File: src/rtl/cpu_pkg.sv
// Shared definitions for the CPU data-bus source driver.
package cpu_pkg;

  localparam int DATA_W = 4;

  typedef enum logic [1:0] {
    IDLE  = 2'd0,
    DRIVE = 2'd1,
    LOAD  = 2'd2
  } bus_state_t;

  // Width of a register index field; a single register still needs one bit.
  function automatic int sel_w(input int n);
    return (n <= 2) ? 1 : $clog2(n);
  endfunction

endpackage

File: src/rtl/cpu_bus_mux.sv
// Combinational source selector for the bus driver.
// Source indices beyond NUM_REGS read as zero.
// With CPU_BUS_DRIVER_ERR_EN defined it also flags an out-of-range register source.
module cpu_bus_mux #(
  parameter int NUM_REGS = 4,
  parameter int DATA_W   = cpu_pkg::DATA_W,
  parameter int SEL_W    = cpu_pkg::sel_w(NUM_REGS)
) (
  input  logic [NUM_REGS*DATA_W-1:0] reg_q_i,
  input  logic [SEL_W-1:0]           src_i,
  input  logic                       imm_sel_i,
  input  logic [DATA_W-1:0]          imm_i,
`ifdef CPU_BUS_DRIVER_ERR_EN
  output logic                       src_oor_o,
`endif
  output logic [DATA_W-1:0]          data_o
);
  localparam int SLOTS = 2 ** SEL_W;

  // Full index space padded with zeros, so no range compare is needed.
  logic [SLOTS-1:0][DATA_W-1:0] tbl;
`ifdef CPU_BUS_DRIVER_ERR_EN
  logic [SLOTS-1:0] in_rng;
`endif

  for (genvar i = 0; i < SLOTS; i++) begin : g_slot
    if (i < NUM_REGS) begin : g_reg
      assign tbl[i] = reg_q_i[i*DATA_W +: DATA_W];
`ifdef CPU_BUS_DRIVER_ERR_EN
      assign in_rng[i] = 1'b1;
`endif
    end else begin : g_pad
      assign tbl[i] = '0;
`ifdef CPU_BUS_DRIVER_ERR_EN
      assign in_rng[i] = 1'b0;
`endif
    end
  end

  assign data_o = imm_sel_i ? imm_i : tbl[src_i];
`ifdef CPU_BUS_DRIVER_ERR_EN
  assign src_oor_o = ~imm_sel_i & ~in_rng[src_i];
`endif

endmodule

File: src/rtl/cpu_bus_driver.sv
// Source side of the CPU data bus: accepts one transfer command and drives the
// value for a settle cycle. It then pulses the one-hot load enable of the
// destination and signals done.
// Optional macro CPU_BUS_DRIVER_ERR_EN adds an err pulse for out-of-range indices.
module cpu_bus_driver #(
  parameter int NUM_REGS = 4,
  parameter int DATA_W   = cpu_pkg::DATA_W,
  parameter int SEL_W    = cpu_pkg::sel_w(NUM_REGS)
) (
  input  logic                       clk,
  input  logic                       reset,
  input  logic                       cmd_valid,
  output logic                       cmd_ready,
  input  logic                       cmd_imm_sel,
  input  logic [DATA_W-1:0]          cmd_imm,
  input  logic [SEL_W-1:0]           cmd_src,
  input  logic [SEL_W-1:0]           cmd_dst,
  input  logic [NUM_REGS*DATA_W-1:0] reg_q,
  output logic [DATA_W-1:0]          bus_data,
  output logic                       bus_valid,
  output logic [NUM_REGS-1:0]        load_en,
`ifdef CPU_BUS_DRIVER_ERR_EN
  output logic                       err,
`endif
  output logic                       done
);
  import cpu_pkg::*;

  bus_state_t            state_q;
  logic [SEL_W-1:0]      dst_q;
  logic [DATA_W-1:0]     bus_data_q, bus_data_d;
  logic                  bus_valid_q;
  logic [NUM_REGS-1:0]   load_en_q, dst_oh_d;
  logic                  done_q;
`ifdef CPU_BUS_DRIVER_ERR_EN
  logic                  src_oor_d, src_oor_q, err_q;
`endif

  cpu_bus_mux #(
    .NUM_REGS (NUM_REGS),
    .DATA_W   (DATA_W),
    .SEL_W    (SEL_W)
  ) u_mux (
    .reg_q_i   (reg_q),
    .src_i     (cmd_src),
    .imm_sel_i (cmd_imm_sel),
    .imm_i     (cmd_imm),
`ifdef CPU_BUS_DRIVER_ERR_EN
    .src_oor_o (src_oor_d),
`endif
    .data_o    (bus_data_d)
  );

  // One-hot decode of the latched destination; indices >= NUM_REGS decode to zero.
  always_comb begin
    dst_oh_d = '0;
    for (int i = 0; i < NUM_REGS; i++)
      if (int'(dst_q) == i) dst_oh_d[i] = 1'b1;
  end

  // Transfer FSM with registered outputs: IDLE -> DRIVE (settle) -> LOAD -> IDLE.
  always_ff @(posedge clk) begin
    if (!reset) begin
      state_q     <= IDLE;
      dst_q       <= '0;
      bus_data_q  <= '0;
      bus_valid_q <= 1'b0;
      load_en_q   <= '0;
      done_q      <= 1'b0;
`ifdef CPU_BUS_DRIVER_ERR_EN
      src_oor_q   <= 1'b0;
      err_q       <= 1'b0;
`endif
    end else begin
      case (state_q)
        IDLE: begin
          done_q    <= 1'b0;
          load_en_q <= '0;
`ifdef CPU_BUS_DRIVER_ERR_EN
          err_q     <= 1'b0;
`endif
          if (cmd_valid) begin
            // reg_q is sampled only here; later changes do not reach the bus.
            dst_q       <= cmd_dst;
            bus_data_q  <= bus_data_d;
            bus_valid_q <= 1'b1;
`ifdef CPU_BUS_DRIVER_ERR_EN
            src_oor_q   <= src_oor_d;
`endif
            state_q     <= DRIVE;
          end
        end
        DRIVE: begin
          load_en_q <= dst_oh_d;
          state_q   <= LOAD;
        end
        LOAD: begin
          load_en_q   <= '0;
          bus_valid_q <= 1'b0;
          done_q      <= 1'b1;
`ifdef CPU_BUS_DRIVER_ERR_EN
          err_q       <= src_oor_q | ~(|dst_oh_d);
`endif
          state_q     <= IDLE;
        end
        default: state_q <= IDLE;
      endcase
    end
  end

  // Ready is held low for as long as reset is applied, not just after the edge.
  assign cmd_ready = reset & (state_q == IDLE);
  assign bus_data  = bus_data_q;
  assign bus_valid = bus_valid_q;
  assign load_en   = load_en_q;
  assign done      = done_q;
`ifdef CPU_BUS_DRIVER_ERR_EN
  assign err       = err_q;
`endif

endmodule

File: config.mk
export PLATFORM = sky130hd
export DESIGN_NAME = cpu_bus_driver
export DESIGN_NICKNAME = d
export VERILOG_FILES = /design/src/rtl/cpu_pkg.sv /design/src/rtl/cpu_bus_mux.sv /design/src/rtl/cpu_bus_driver.sv
export SDC_FILE = /design/constraint.sdc
export NUM_CORES = 1
export LEC_CHECK = 0
export CAP_MARGIN = 40
export CORE_UTILIZATION = 39
export DETAILED_ROUTE_END_ITERATION = 16
export PLACE_DENSITY_LB_ADDON = 0.12
export SYNTH_ARGS = -nofsm -noshare
export SYNTH_HDL_FRONTEND = slang
export SYNTH_SLANG_ARGS = --single-unit
File: constraint.sdc
create_clock -name clk -period 2.8 [get_ports clk]
set_input_delay 0.28 -clock clk [delete_from_list [all_inputs] [get_ports clk]]
set_output_delay 0.28 -clock clk [all_outputs]
set_load 0.03 [all_outputs]
==> summary.txt <==
Final layout
  – Nets: 135
  – Commonest cells after routing, fill and taps aside: clkdlybuf4s50_1 (38), dfxtp_1 (14), a21oi_1 (8)
  – Area occupied by multi-input gates: roughly 360 um2
  – Commonest non-fill, non-tap cell in the layout: clkdlybuf4s50_1
  – Filler cells: 129
  – Final non-filler cell total: 122
  – Sequential cell area: 280 um2
  – Ant. Diodes: 0
  – Area Growth Syn to Fin: 61.7%
  – Final instance area: approximately 0.0011 mm2
  – Ratio of cells with drive above 1 in the final layout: 13.2%

GRT
  – Vias in the first global route: 650
  – Largest net degree at the start of global routing: 13
  – Initial antenna violation count: 0
  – Global Route Usage Sum: a little under a fifth
  – Total gr overflow: 0
  – Global-route wire length before repair: 2630 um

Worst setup path
  – CP arrival: 1.85 ns
  – Worst-path maximum fanout: 12
  – WP data required: 2.52 ns
  – Critical path launch point type: input port
  – Worst Setup SP: reset
  – Kind of end point of the critical path: primary output
  – WS Path Type: in2out
  – Worst reg2reg startpoint: state_q[1]$_SDFFE_PN0P_

STA
  – PnR worst setup slack: 0.675 ns
  – Tmin final: 2.13 ns
  – Pins Over Slew Limit: 0
  – Final setup TNS: 0 ns
  – # setup viols final: 0
  – Slew headroom: 57.4%
  – Clock Skews: roughly 0.0021 ns
  – Tightest hold margin: about 0.47 ns
  – Fmax: ~470 MHz
  – RSZ-0062 raised after global routing: no
  – Slew @ Worst Pin: about 0.64 ns
  – Fin. Hold Viols: 0
  – Fin crit share: 75.9%

Detailed routing
  – DR pass1 iterations: 10
  – Antenna Violating Nets Remaining: 0
  – Routed vias: 650
  – Drt drc: 2
  – Drt via density: around 5.3
  – 1st-iter DRT viols: 17
  – Final wirelength: 1500 um
  – Routed len/inst: roughly 12 um

Yosys
  – Yosys cell types: 24
  – Mapped Area: ~670 um2
  – Avg Inst Size Synth: 9.84 um2
  – Ys Warns: 0
  – Mapped Cells: 68
  – Post-synthesis net count: 96
  – Top cell type by total area after synthesis: dfxtp_1
  – Top cells by area, synth: dfxtp_1 (42%), mux2_4 (9.0%), mux2_2 (6.7%), a21oi_1 (6.0%), a222oi_1 (6.0%)
  – Seq/Total Area, Yosys: a little over two fifths
  – Yosys reg bits: 14
  – Yosys top cell area share: 41.9%

Floorplan
  – Die height: 43.4 um
  – Starting Density: roughly 43%
  – Die width: 43.4 um
  – CORE AREA: 0.00156 mm2
  – Ports: 39
  – FP Rows: 14
  – Die ar.: ~0.0019 mm2

Placed design
  – GP Congestion: ~0.76
  – Setup WS pre-CTS: 0.656 ns
  – Area after DPL: 0.00105 mm2
  – Placed cell count: 118
  – Hpwl dp: 1200 um
  – Port Buffer Count: 38

Clock network
  – Setup Fix Bufs, Post-CTS: 0
  – Htree depth: 1
  – Skew-Pair Late Insertion Delay: 0.28 ns
  – Post-CTS Resized: 0
  – Clk slew on worst S/H paths: 0.08 ns
  – CTS tree: yes
  – Num CTS Buffers: 3
  – CTS Hold Buffers Added: 0
  – Clk sinks: 14
  – CTS max path bufs: 2
  – Root Driver: clkbuf_4

Min path
  – Hold Crit Start: load_en[3]$_SDFFE_PN0P_
  – Worst Hold Class: reg2reg

Power
  – Maximum VDD drop: 333 uV
  – Leakage: 0.411 nW
  – PD cells: 447 mW/mm2

Flow run
  – Max-cap violations: 0

Outcome
  – Failing checks: design-rule violations
  – Status: complete, but fails checks
## per-layer routing
layer / part of all wire [%] / track usage [%]
met1: 42 / 21.1
met5: 0 / 0
met4: 0 / 1.88
met3: 5.9 / 7.50
met2: 52 / 34.2
## worst paths after layout
check | slack [ns] | end | depth (start not counted)
max | 0.67 | cmd_ready | 3
min | 0.47 | load_en[3]$_SDFFE_PN0P_ | 2
max reg2reg | 1.34 | dst_q[1]$_SDFFE_PN0P_ | 3
min reg2reg | 0.47 | load_en[3]$_SDFFE_PN0P_ | 2
## state kept, by name, indices dropped and copies added (netlist names)
signal     flops
bus_data       4
load_en        4
dst_q          2
state_q        2
bus_valid      1
done           1
## power breakdown
part           switching [mW]  leakage (nW)  internal [mW]
Combinational          0.0488         0.275         0.0745
Sequential            0.00937         0.115          0.210
Clock                  0.0622        0.0210         0.0791
Total                   0.120         0.411          0.364
## critical path, cell delays in order
cell and delay, ns:
clkdlybuf4s50_1 0.65, nor3b_1 0.22, clkdlybuf4s50_1 0.69
## kinds of logic (layout without fill, tap and decap cells)
group	count (synthesis)	after routing	share of synthesized area [%]
and+or+nand+nor	21	21	18.1
muxes	10	10	18.7
AOI/OAI and AO/OA	18	18	17.2
DFF	14	14	41.9
buffers and inverters	5	43	4.11
## stage by stage
stage | power, mW | util, %
floorplan | 0.287 | -
global placement | 0.345 | 67.1
detailed placement | 0.348 | 67.1
CTS | 0.489 | 69.4
global route | 0.510 | 69.4
finish | 0.484 | 69.4
## cells in the mapped netlist
cell       n
a21boi_0   1
a21oi_1    8
a222oi_1   4
a22oi_1    1
and2_1     1
and2b_4    1
and3b_1    1
buf_2      1
buf_6      1
clkbuf_1   2
dfxtp_1   14
inv_1      1
mux2_2     4
mux2_4     4
mux2i_1    2
nand2_1    4
nand2b_1   1
nand3b_1   1
nor2_1     6
nor2b_1    2
nor3_1     1
nor3b_1    2
nor3b_2    1
o21ai_0    4
## cell type report
| cell class | count | share of cell area, % |
|---|---|---|
| repair buffers | 38 | 35.1 |
| flip-flops and latches | 14 | 25.9 |
| well taps | 16 | 1.85 |
| clock buffers | 4 | 3.35 |
| multi-input cells | 49 | 33.4 |
| inverters | 1 | 0.347 |
(Power assumes the default switching activity.)
==> variant: new RTL, same flow settings <==
Encoding of `bus_state_t`: now one-hot (3 bits for 3 states).
--- a/src/rtl/cpu_pkg.sv
+++ b/src/rtl/cpu_pkg.sv
@@ -4,8 +4,8 @@
   localparam int DATA_W = 4;
 
-  typedef enum logic [1:0] {
-    IDLE  = 2'd0,
-    DRIVE = 2'd1,
-    LOAD  = 2'd2
+  typedef enum logic [2:0] {
+    IDLE  = 3'b001,
+    DRIVE = 3'b010,
+    LOAD  = 3'b100
   } bus_state_t;
 
Check against the original RTL: same outputs for any inputs over 10 cycles, from zero or initial values and one cycle with reset low; not proved beyond that.
==> variant against the unedited design <==
  * Design area is 8.9% higher
  * Synthesized cell count is 8.8% higher
  * Setup slack better by 0.00068 ns
  * Wire length is 19% higher
  * Power is 0.13% lower
  * Sequential cell count is 1 higher
  * First-iteration DRC count is 5.9% lower
  * Synthesized area is 13% higher
  * Critical path depth stayed put
  * Critical path type is now flip-flop to output port
  * Die area is 12% higher
==> variant: results <==
set metrics [dict create \
    status "complete, no violations" \
    synthTopCellsByCount "dfxtp_1, mux2_2, o21ai_0" \
    layout.nets 142 \
    cp_max_fo 8 \
    dp_hpwl_mm 1.395 \
    hold_viol 0 \
    grt_pass1_vias 670 \
    grt_first_pass_wirelength_mm 2.870 \
    fin_skew_ns 0.007861 \
    dr.pass1.iters 4 \
    crit_arrival_ns 1.84 \
    grt_max_degree 15 \
    p_leak_nw 0.4052 \
    synthArstFlopShare_pct 0 \
    io_buffers 38 \
    tightest_slew_ns 0.3958 \
    drive_gt1_share_pct 15.04 \
    antenna_found_initial 0 \
    timing.reg2reg.setup_slack_ns 1.37 \
    yosys-top-cells-area "dfxtp_1, mux2_2, a222oi_1, a21boi_0, o21ai_0" \
    via_per_inst 5.210 \
    ir_worst_vdd_v 0.0003028 \
    drt_iter0_drc 16 \
    syn_nets 102 \
    wire_per_inst_um 12.91 \
    seq_area_frac_synth_pct 39.80 \
    cts_buffers 3 \
    gr-usage-all-layers_pct 19.00 \
    place_congestion 0.6984 \
    place_area_mm2 0.001152 \
    netlist-cell-type-count 28 \
]
[variant: area by class of cell]
| type | instances | area (µm²) |
|---|---|---|
| fillers | 160 | 585.6 |
| well taps | 25 | 31.28 |
| flip-flops and latches | 15 | 300.3 |
| clock buffers | 4 | 26.28 |
| repair buffers | 39 | 387.9 |
| multi-input cells | 55 | 432.9 |
[variant: cells by family (layout without fill, tap and decap cells)]
logic type,after synthesis,count (layout),share of synthesized area (%)
simple gates,18,18,18.08
xor+xnor,1,1,1.161
buf+inv,4,43,2.819
mux,10,10,14.59
compound gates,26,26,23.55
flops,15,15,39.80
[variant: metal layers]
metal  vias to the layer above  routed length, µm  GRT usage, %
li1                        364                  -             -
met1                       335                793         23.91
met2                        18                879         30.70
met3                         2                 94         7.143
met4                         0                 13         4.118
met5                         -                  0             0
[variant: metrics by stage]
stage                     setup WS [ns]  hold slack, ns  instances  util (%)
after global routing             0.4933          0.5278        138     66.81
after floorplan                   1.190          0.4017         74         -
after CTS                        0.6487          0.5047        138     66.81
after detailed placement         0.8207          0.4921        134     65.32
after global placement           0.8501          0.4673        134     65.32
final                            0.6754          0.5049        138     66.81
[variant: final timing paths]
check / cells past startpoint / start / to
worst max-delay path: 3 / state_q[0] / cmd_ready
worst max register to register: 3 / state_q[2] / load_en[2]
worst min register to register: 2 / done / done
worst min-delay path: 2 / done / done
[variant: critical path, cell delays in order (launching register included)]
cell and delay, ns:
dfxtp_1 0.50, nand2b_1 0.12, nor3b_1 0.25, clkdlybuf4s50_1 0.71
[variant: power by group]
group          leakage [nW]  switching [mW]  internal [mW]  total, mW
Sequential            0.123          0.0113          0.225      0.236
Combinational         0.267          0.0510         0.0758      0.127
Clock                0.0150          0.0650         0.0552      0.120
Total                 0.405           0.127          0.356      0.483
